`config.mk`:
```
export PLATFORM = sky130hd
export DESIGN_NAME = h264dc_collect_buffer
export DESIGN_NICKNAME = d
export VERILOG_FILES = /design/src/rtl/h264dc_pkg.sv /design/src/rtl/h264dc_collect_bank.sv /design/src/rtl/h264dc_collect_buffer.sv
export SDC_FILE = /design/constraint.sdc
export NUM_CORES = 1
export LEC_CHECK = 0
export CAP_MARGIN = 15
export CELL_PAD_IN_SITES_DETAIL_PLACEMENT = 1
export CELL_PAD_IN_SITES_GLOBAL_PLACEMENT = 2
export CORE_MARGIN = 1
export CORE_UTILIZATION = 45
export DETAILED_ROUTE_END_ITERATION = 10
export MAX_ROUTING_LAYER = met4
export PLACE_DENSITY_LB_ADDON = 0.12
export SLEW_MARGIN = 0
export SYNTH_ARGS = -nofsm -noshare
export SYNTH_HDL_FRONTEND = slang
export SYNTH_SLANG_ARGS = --single-unit
export TNS_END_PERCENT = 10
```
`constraint.sdc`:
```
create_clock -name CLK -period 3.1 [get_ports CLK]
set_input_delay 0.62 -clock CLK [delete_from_list [all_inputs] [get_ports CLK]]
set_output_delay 0.62 -clock CLK [all_outputs]
set_load 0.05 [all_outputs]
```
`src/rtl/h264dc_pkg.sv`:
```
// Shared types and helpers for the luma DC collection buffer.
//   DC_W      : width of one signed DC coefficient
//   dc_coef_t : one DC coefficient
//   dc_row_t  : one raster row of four coefficients, lane 0 = column 0
//   blk2xy    : maps a 4x4-block scan index to its raster position {y,x}
package h264dc_pkg;

   localparam int DC_W = 16;

   typedef logic signed [DC_W-1:0] dc_coef_t;
   typedef dc_coef_t dc_row_t [4];

   // Block scan order walks 8x8 quadrants in Z order and 4x4 blocks inside
   // each quadrant in Z order, so the index bits interleave as y1 x1 y0 x0.
   function automatic logic [3:0] blk2xy(input logic [3:0] n);
      return {n[3], n[1], n[2], n[0]};
   endfunction

endpackage

```
`src/rtl/h264dc_collect_bank.sv`:
```
// One 4x4 bank of DC coefficients.
//   CLK, RESET      : clock, asynchronous active-low reset (clears storage)
//   wr_en           : write one coefficient this cycle
//   wr_x, wr_y      : raster column / row of the write
//   wr_data         : coefficient to store
//   rd_row          : raster row to present
//   rd_data         : four lanes of rd_row, lane c = rd_data[DW*c +: DW]
module h264dc_collect_bank
   import h264dc_pkg::*;
#(
   parameter int DW = DC_W
) (
   input  logic            CLK,
   input  logic            RESET,
   input  logic            wr_en,
   input  logic [1:0]      wr_x,
   input  logic [1:0]      wr_y,
   input  logic [DW-1:0]   wr_data,
   input  logic [1:0]      rd_row,
   output logic [4*DW-1:0] rd_data
);

   logic [DW-1:0] mem [4][4];

   always_ff @(posedge CLK or negedge RESET) begin
      if (!RESET) begin
         mem <= '{default: '0};
      end else if (wr_en) begin
         mem[wr_y][wr_x] <= wr_data;
      end
   end

   assign rd_data = {mem[rd_row][3], mem[rd_row][2], mem[rd_row][1], mem[rd_row][0]};

endmodule

```
`src/rtl/h264dc_collect_buffer.sv`:
```
// Ping-pong collector for the 16 luma DC coefficients of a macroblock.
// Coefficients arrive in 4x4-block scan order and leave as raster rows.
//   CLK, RESET   : clock, asynchronous active-low reset
//   DCIN         : signed DC coefficient of the current 4x4 block
//   DCIN_VALID   : DCIN valid
//   DCIN_READY   : the bank being filled is free
//   DCOUT        : one raster row, lane c = DCOUT[DW*c +: DW]
//   DCOUT_ROW    : row index of DCOUT
//   DCOUT_VALID  : a full bank is being drained
//   DCOUT_LAST   : last row of the macroblock
//   DCOUT_READY  : downstream accepts the current row
module h264dc_collect_buffer
   import h264dc_pkg::*;
#(
   parameter int DW = DC_W
) (
   input  logic            CLK,
   input  logic            RESET,
   input  logic [DW-1:0]   DCIN,
   input  logic            DCIN_VALID,
   output logic            DCIN_READY,
   output logic [4*DW-1:0] DCOUT,
   output logic [1:0]      DCOUT_ROW,
   output logic            DCOUT_VALID,
   output logic            DCOUT_LAST,
   input  logic            DCOUT_READY
);

   logic [1:0]      full;
   logic [1:0]      full_nxt;
   logic            wr_bank;
   logic [3:0]      wr_cnt;
   logic            rd_bank;
   logic [1:0]      rd_row;
   logic            wr_fire;
   logic            rd_fire;
   logic [3:0]      wr_yx;
   logic [4*DW-1:0] bank_row [2];

   assign DCIN_READY  = !full[wr_bank];
   assign DCOUT_VALID = full[rd_bank];
   assign DCOUT       = bank_row[rd_bank];
   assign DCOUT_ROW   = rd_row;
   assign DCOUT_LAST  = DCOUT_VALID && (rd_row == 2'd3);

   assign wr_fire = DCIN_VALID && DCIN_READY;
   assign rd_fire = DCOUT_VALID && DCOUT_READY;
   assign wr_yx   = blk2xy(wr_cnt);

   for (genvar b = 0; b < 2; b++) begin : g_bank
      h264dc_collect_bank #(.DW(DW)) u_bank (
         .CLK     (CLK),
         .RESET   (RESET),
         .wr_en   (wr_fire && (int'(wr_bank) == b)),
         .wr_x    (wr_yx[1:0]),
         .wr_y    (wr_yx[3:2]),
         .wr_data (DCIN),
         .rd_row  (rd_row),
         .rd_data (bank_row[b])
      );
   end

   // Set and clear can coincide only on different banks, so both apply.
   always_comb begin
      full_nxt = full;
      if (wr_fire && (wr_cnt == 4'd15)) full_nxt[wr_bank] = 1'b1;
      if (rd_fire && (rd_row == 2'd3))  full_nxt[rd_bank] = 1'b0;
   end

   always_ff @(posedge CLK or negedge RESET) begin
      if (!RESET) begin
         full    <= '0;
         wr_bank <= 1'b0;
         wr_cnt  <= '0;
         rd_bank <= 1'b0;
         rd_row  <= '0;
      end else begin
         full <= full_nxt;
         if (wr_fire) begin
            wr_cnt <= wr_cnt + 4'd1;
            if (wr_cnt == 4'd15) wr_bank <= ~wr_bank;
         end
         if (rd_fire) begin
            rd_row <= rd_row + 2'd1;
            if (rd_row == 2'd3) rd_bank <= ~rd_bank;
         end
      end
   end

endmodule

```
-- After elaboration in Yosys (flattened, before gate mapping)
Cells that the tools add are included.
- flip-flop bits (word level): 522
- word-level logic and storage cells: 100
- bits of input ports: 20
- output and inout port bits: 69
- equal/unequal tests: 2
- magnitude comparators: 10
- reductions and logical operators: 14
- multiplexer cells: 25
- add/sub/neg operators: 2
- bitwise operators: 10
- operator list (operator ; number):
    $bwmux 256 ; 2
    $mux 64 ; 8
    $bmux 64 s2 ; 2
    $demux 64 s2 ; 1
    $demux 16 s2 ; 1
    $mux 16 ; 1
    $logic_and 1x1->1 ; 11
    $ge 3x3->1 const B ; 3
    $not 2->3 ; 3
    $lt 3x1->1 const B ; 2
    $mux 1 ; 6
    $add 4x1->4 const B ; 1
    $eq 4x4->1 const B ; 1
    $lt 1x2->1 const B ; 2
    $mux 2 ; 2
    $reduce_and 2->1 ; 2
    $not 1->1 ; 3
    $add 2x1->2 const B ; 1
    $and 2x2->2 ; 1
    $demux 1 s1 ; 2
    $eq 2x2->1 const B ; 1
    $ge 1x1->1 const B ; 2
    $ge 2x2->1 const B ; 1
    $not 1->2 ; 1
    3 further kinds ; 3

-- Longest topological paths before layout
- depth after elaboration: 8
- gate-level depth with buffers: 6
- gate-level depth less buffers: 4

-- By module
A second synthesis with hierarchy kept.
- cells, all modules: 1416
- area, all modules: 23565.1 um2
- by module, submodules not included (module ; area each (um2) ; cells each ; times used ; sequential area each (um2)):
    h264dc_collect_bank ; 11153.2 ; 652 ; 2 ; 6406.1
    h264dc_collect_buffer ; 1258.7 ; 112 ; 1 ; 250.2

-- Worst setup path before layout
OpenSTA, ideal clock, no wires.
- path kind: flip-flop to output port
- from: reg rd_row[0], in the netlist DCOUT_ROW[0]
- to: out DCOUT[44]
- cell stages (with the launch flop): 5
- buffers on the path: 2
- slack: 199 ps
- arrival time: 2281 ps
- required time: 2480 ps
- cell sequence: dfrtp_1 buf_2 buf_2 mux4_2 mux2_2
- longest elaborated chain between the ends: 7
- elaborated cells between the ends (all ways): 10
- classes of those cells: 9 x mux; 1 x bitwise
- ends and longest elaborated chain (item ; line ; RTL):
    from (decl) ; h264dc_collect_buffer.sv:34 ; logic [1:0] rd_row;
    from (signal assigned) ; h264dc_collect_buffer.sv:84 ; rd_row <= rd_row + 2'd1;
    $not 2->3 (implied by the code) * ; h264dc_collect_bank.sv:33 ; assign rd_data = {mem[rd_row][3], mem[rd_row][2], mem[rd_row][1], mem[rd_row][0]};
    $bmux 64 s2 ; h264dc_collect_bank.sv:33 ;
    $mux 64 (implied by the code) (2 in series) ; h264dc_collect_bank.sv:33 ;
    $mux 64 (implied by the code) * (3 in series) ; h264dc_collect_buffer.sv:42 ; assign DCOUT = bank_row[rd_bank];
    to (decl) ; h264dc_collect_buffer.sv:22 ; output logic [4*DW-1:0] DCOUT,
Mark *: on every way between the ends. The rest lies on a longest branch, timed or not. The select of a mux whose other input is x is not followed.

-- Final worst setup path
- from: reg rd_row[0], in the netlist DCOUT_ROW[0]
- to: out DCOUT[36]
Same word-level chain as after synthesis.

==> reports/metrics.yaml <==
finalCritPeriodShare: 1.01
slowest_delay_ns: 0.53
ys_seq_area_frac: 0.551
critPathBufInv: 3
cts_root_buf: "clkbuf_16"
synth_compound_area_frac: 0.00142
dp.cells: 2151
cts-buffers-inserted: 57
synthSimpleGateAreaFrac: 0.0213
nNetsFinal: 1571
setup.worst_path.end_class: "output pin"
synth_fp_nets: 1457
wl_per_cell_um: 25.5
drc: 0
crit_end: "DCOUT[36]"
p_leak_nw: 12.8
violations: "negative setup slack"
timing.rr.end: "g_bank[0].u_bank.mem[225]"
switchingPower_mw: 11.5
synthMuxAreaShare: 0.399
grt_pass1_vias: 14800
utilization: 0.540
synth.area.top_cells: "dfrtp_1 55%, mux2_2 27%, mux4_2 12%"
layout_common_cells: "565 x mux2_2, 519 x dfrtp_1, 128 x mux4_2, 93 x buf_4, 63 x clkbuf_16"
syn_inst: 1435
async_flop_share: 1.00
cts_sinks: 522
crit_chain: "buf_6, buf_6, mux4_2, mux2_2, buf_4"
slew_viol_final: 0
crit_fanout: 5
clk_path_buf_depth: 3
die_h_um: 232
r2r_slack_ns: 0.79
crit_arrival_ns: 2.51
synth_edf_count: 0
intPower_mw: 20.6
cpMostUsedCell: "buf_6"
h-tree-depth: 2
p_sw_frac: 0.358
ys_ff_latch: 522
final_common_cell: "mux2_2"
cp-startpoint: "DCOUT_ROW[0]"
worstSetupStartpointType: "register"
r2r-start: "wr_cnt[1]"
drtAntennaViolNets: 0
irDropWorstVdd_uv: 730
std_cell_rows: 83
p_clk_frac: 0.209
syn_avg_cell_area_um2: 16.5
cpMaxStageDelayCell: "mux4_2"
yosys_warnings: 0
via_per_inst: 5.68
antennaDiodeCount: 0
synth_top_area_cell: "dfrtp_1"
crit_family: "multiplexers"
synth_top_family_by_area: "multiplexers"
cap_violations: 0
min_period_ns: 3.13
grt_max_degree: 81
slew_headroom: 0.484
grt_overflow: 0
finalNonFillerCells: 2272
path_class: "register to output pin"
p_comb_frac: 0.448
grt_pass1_wl_mm: 92.7
core_area_um2: 51700
clock_latency_ns: 0.61
route.vias.total: 12900
area_growth_pct: 17.8
grt_util_all_layers: 0.235
finalSetupViolCount: 2
synth_xor_area_frac: 0.00148
fin_ws_ns: -0.0262
cts_tree: "yes"
rsz0062_at_grt: "true"
powerDensity_nw_per_um2: 1150
die_w_um: 232
antenna_found_initial: 0
synthAdderAreaFrac: 0.00106
ys_types: 41
critPathRequiredTime_ns: 2.48
hold_path_class: "primary input to asynchronous set/reset pin"
power_mw: 32.2
clkTransAtPathRegs_ns: 0.06
synth_ff_type: "dfrtp_1"
start_util: 0.459
synth_area_um2: 23700
fmax_ghz: 0.320
hold_violations: 0
fin_tns_setup_ns: -0.0270
firstDrtPassIters: 4
first_iter_violations: 656
clock-skew-final_ns: 0.0104
seqPwrFrac: 0.342
place.gp.congestion: 0.709
crit_cells: 5
worst_pin_slew_ns: 0.774
numPortBuffers: 88
reg2reg_depth: 3
status: "finished with violations"
dieArea_um2: 53600
place_hpwl_mm: 33.8
pin_count: 89
synth.top_cell.area_share: 0.551
drive_gt1_frac: 0.617
wl_mm: 57.9
Yosys cell counts, types with 2 or more instances:
library cell,n
nor2_1,2
mux2_2,566
mux2_4,10
nor4bb_1,4
xnor2_1,4
nand4_2,4
clkbuf_1,68
nor3_4,2
buf_2,45
nand2_1,21
nand3_2,2
dfrtp_1,522
nor2_4,4
nand4b_1,2
mux2_1,3
buf_1,3
nand4b_2,3
o21ai_0,2
nor2_2,5
nand3_1,3
mux4_2,128
buf_4,11
ha_1,2
nor4b_1,2
cell type report:
cell class / count / area (um2)
fill: 4753 / 23800
sequential: 522 / 13100
multi-input combinational: 784 / 10100
timing repair buffer: 184 / 2100
clock buffer: 88 / 1760
tap: 680 / 851
clock inverter: 14 / 104
worst min path at each step:
stage | from | slack (ns) | to
after global placement | g_bank[1].u_bank.mem[14] | 0.47 | g_bank[1].u_bank.mem[14]
after CTS | RESET | 0.04 | g_bank[1].u_bank.mem[240]
after floorplan | RESET | 0.32 | DCOUT_ROW[0]
after global routing | RESET | 0.06 | g_bank[1].u_bank.mem[240]
final | RESET | 0.003 | g_bank[1].u_bank.mem[240]
after detailed placement | g_bank[0].u_bank.mem[221] | 0.48 | g_bank[0].u_bank.mem[221]
timing repair:
item                       CTS  global route
cloned                       6             4
hold buffers                 0             0
gates resized for setup     36            14
pin swaps                    0             0
setup buffers                8             1
setup endpoints to repair   64            63
hold endpoints to repair     0             0
per-stage QoR:
step	hold WS [ns]	setup WS [ns]	area (um2)
final	0.00326	-0.0262	27900
after global routing	0.0574	-0.0728	27900
after CTS	0.0413	-0.0603	27800
after detailed placement	0.480	0.340	25500
after global placement	0.471	0.374	25500
after floorplan	0.324	0.199	23700
metal layers:
layer | wire, um | GRT usage | share of wire
met1 | 26000 | 0.311 | 0.45
met2 | 29300 | 0.385 | 0.51
met3 | 1490 | 0.0306 | 0.026
met4 | 1090 | 0.0598 | 0.019
met5 | 0 | - | 0
cell families (layout without fill, tap and decap cells):
group                      Yosys count  after routing
AOI/OAI and AO/OA                    5              5
xor gates and xnor gates             4              4
adders and majority gates            2              2
buffers and inverters              129            286
DFF                                522            522
muxes                              708            708
and+or+nand+nor                     65             65
power by group through the flow:
stage	logic (mW)	clock network, mW	registers, mW
after global routing	15.2	7.20	11.4
final	14.4	6.74	11.0
after global placement	13.1	0	11.0
after CTS	14.3	6.93	11.0
after detailed placement	13.4	0	11.2
after floorplan	10.2	0	10.4
registers in the layout (all words and copies together), names as in the netlist:
name / flops
wr_bank: 1
full: 2
g_bank.u_bank.mem: 512
wr_cnt: 4
DCOUT_ROW: 2
rd_bank: 1
Note: power is estimated with default switching activity, not from simulation.
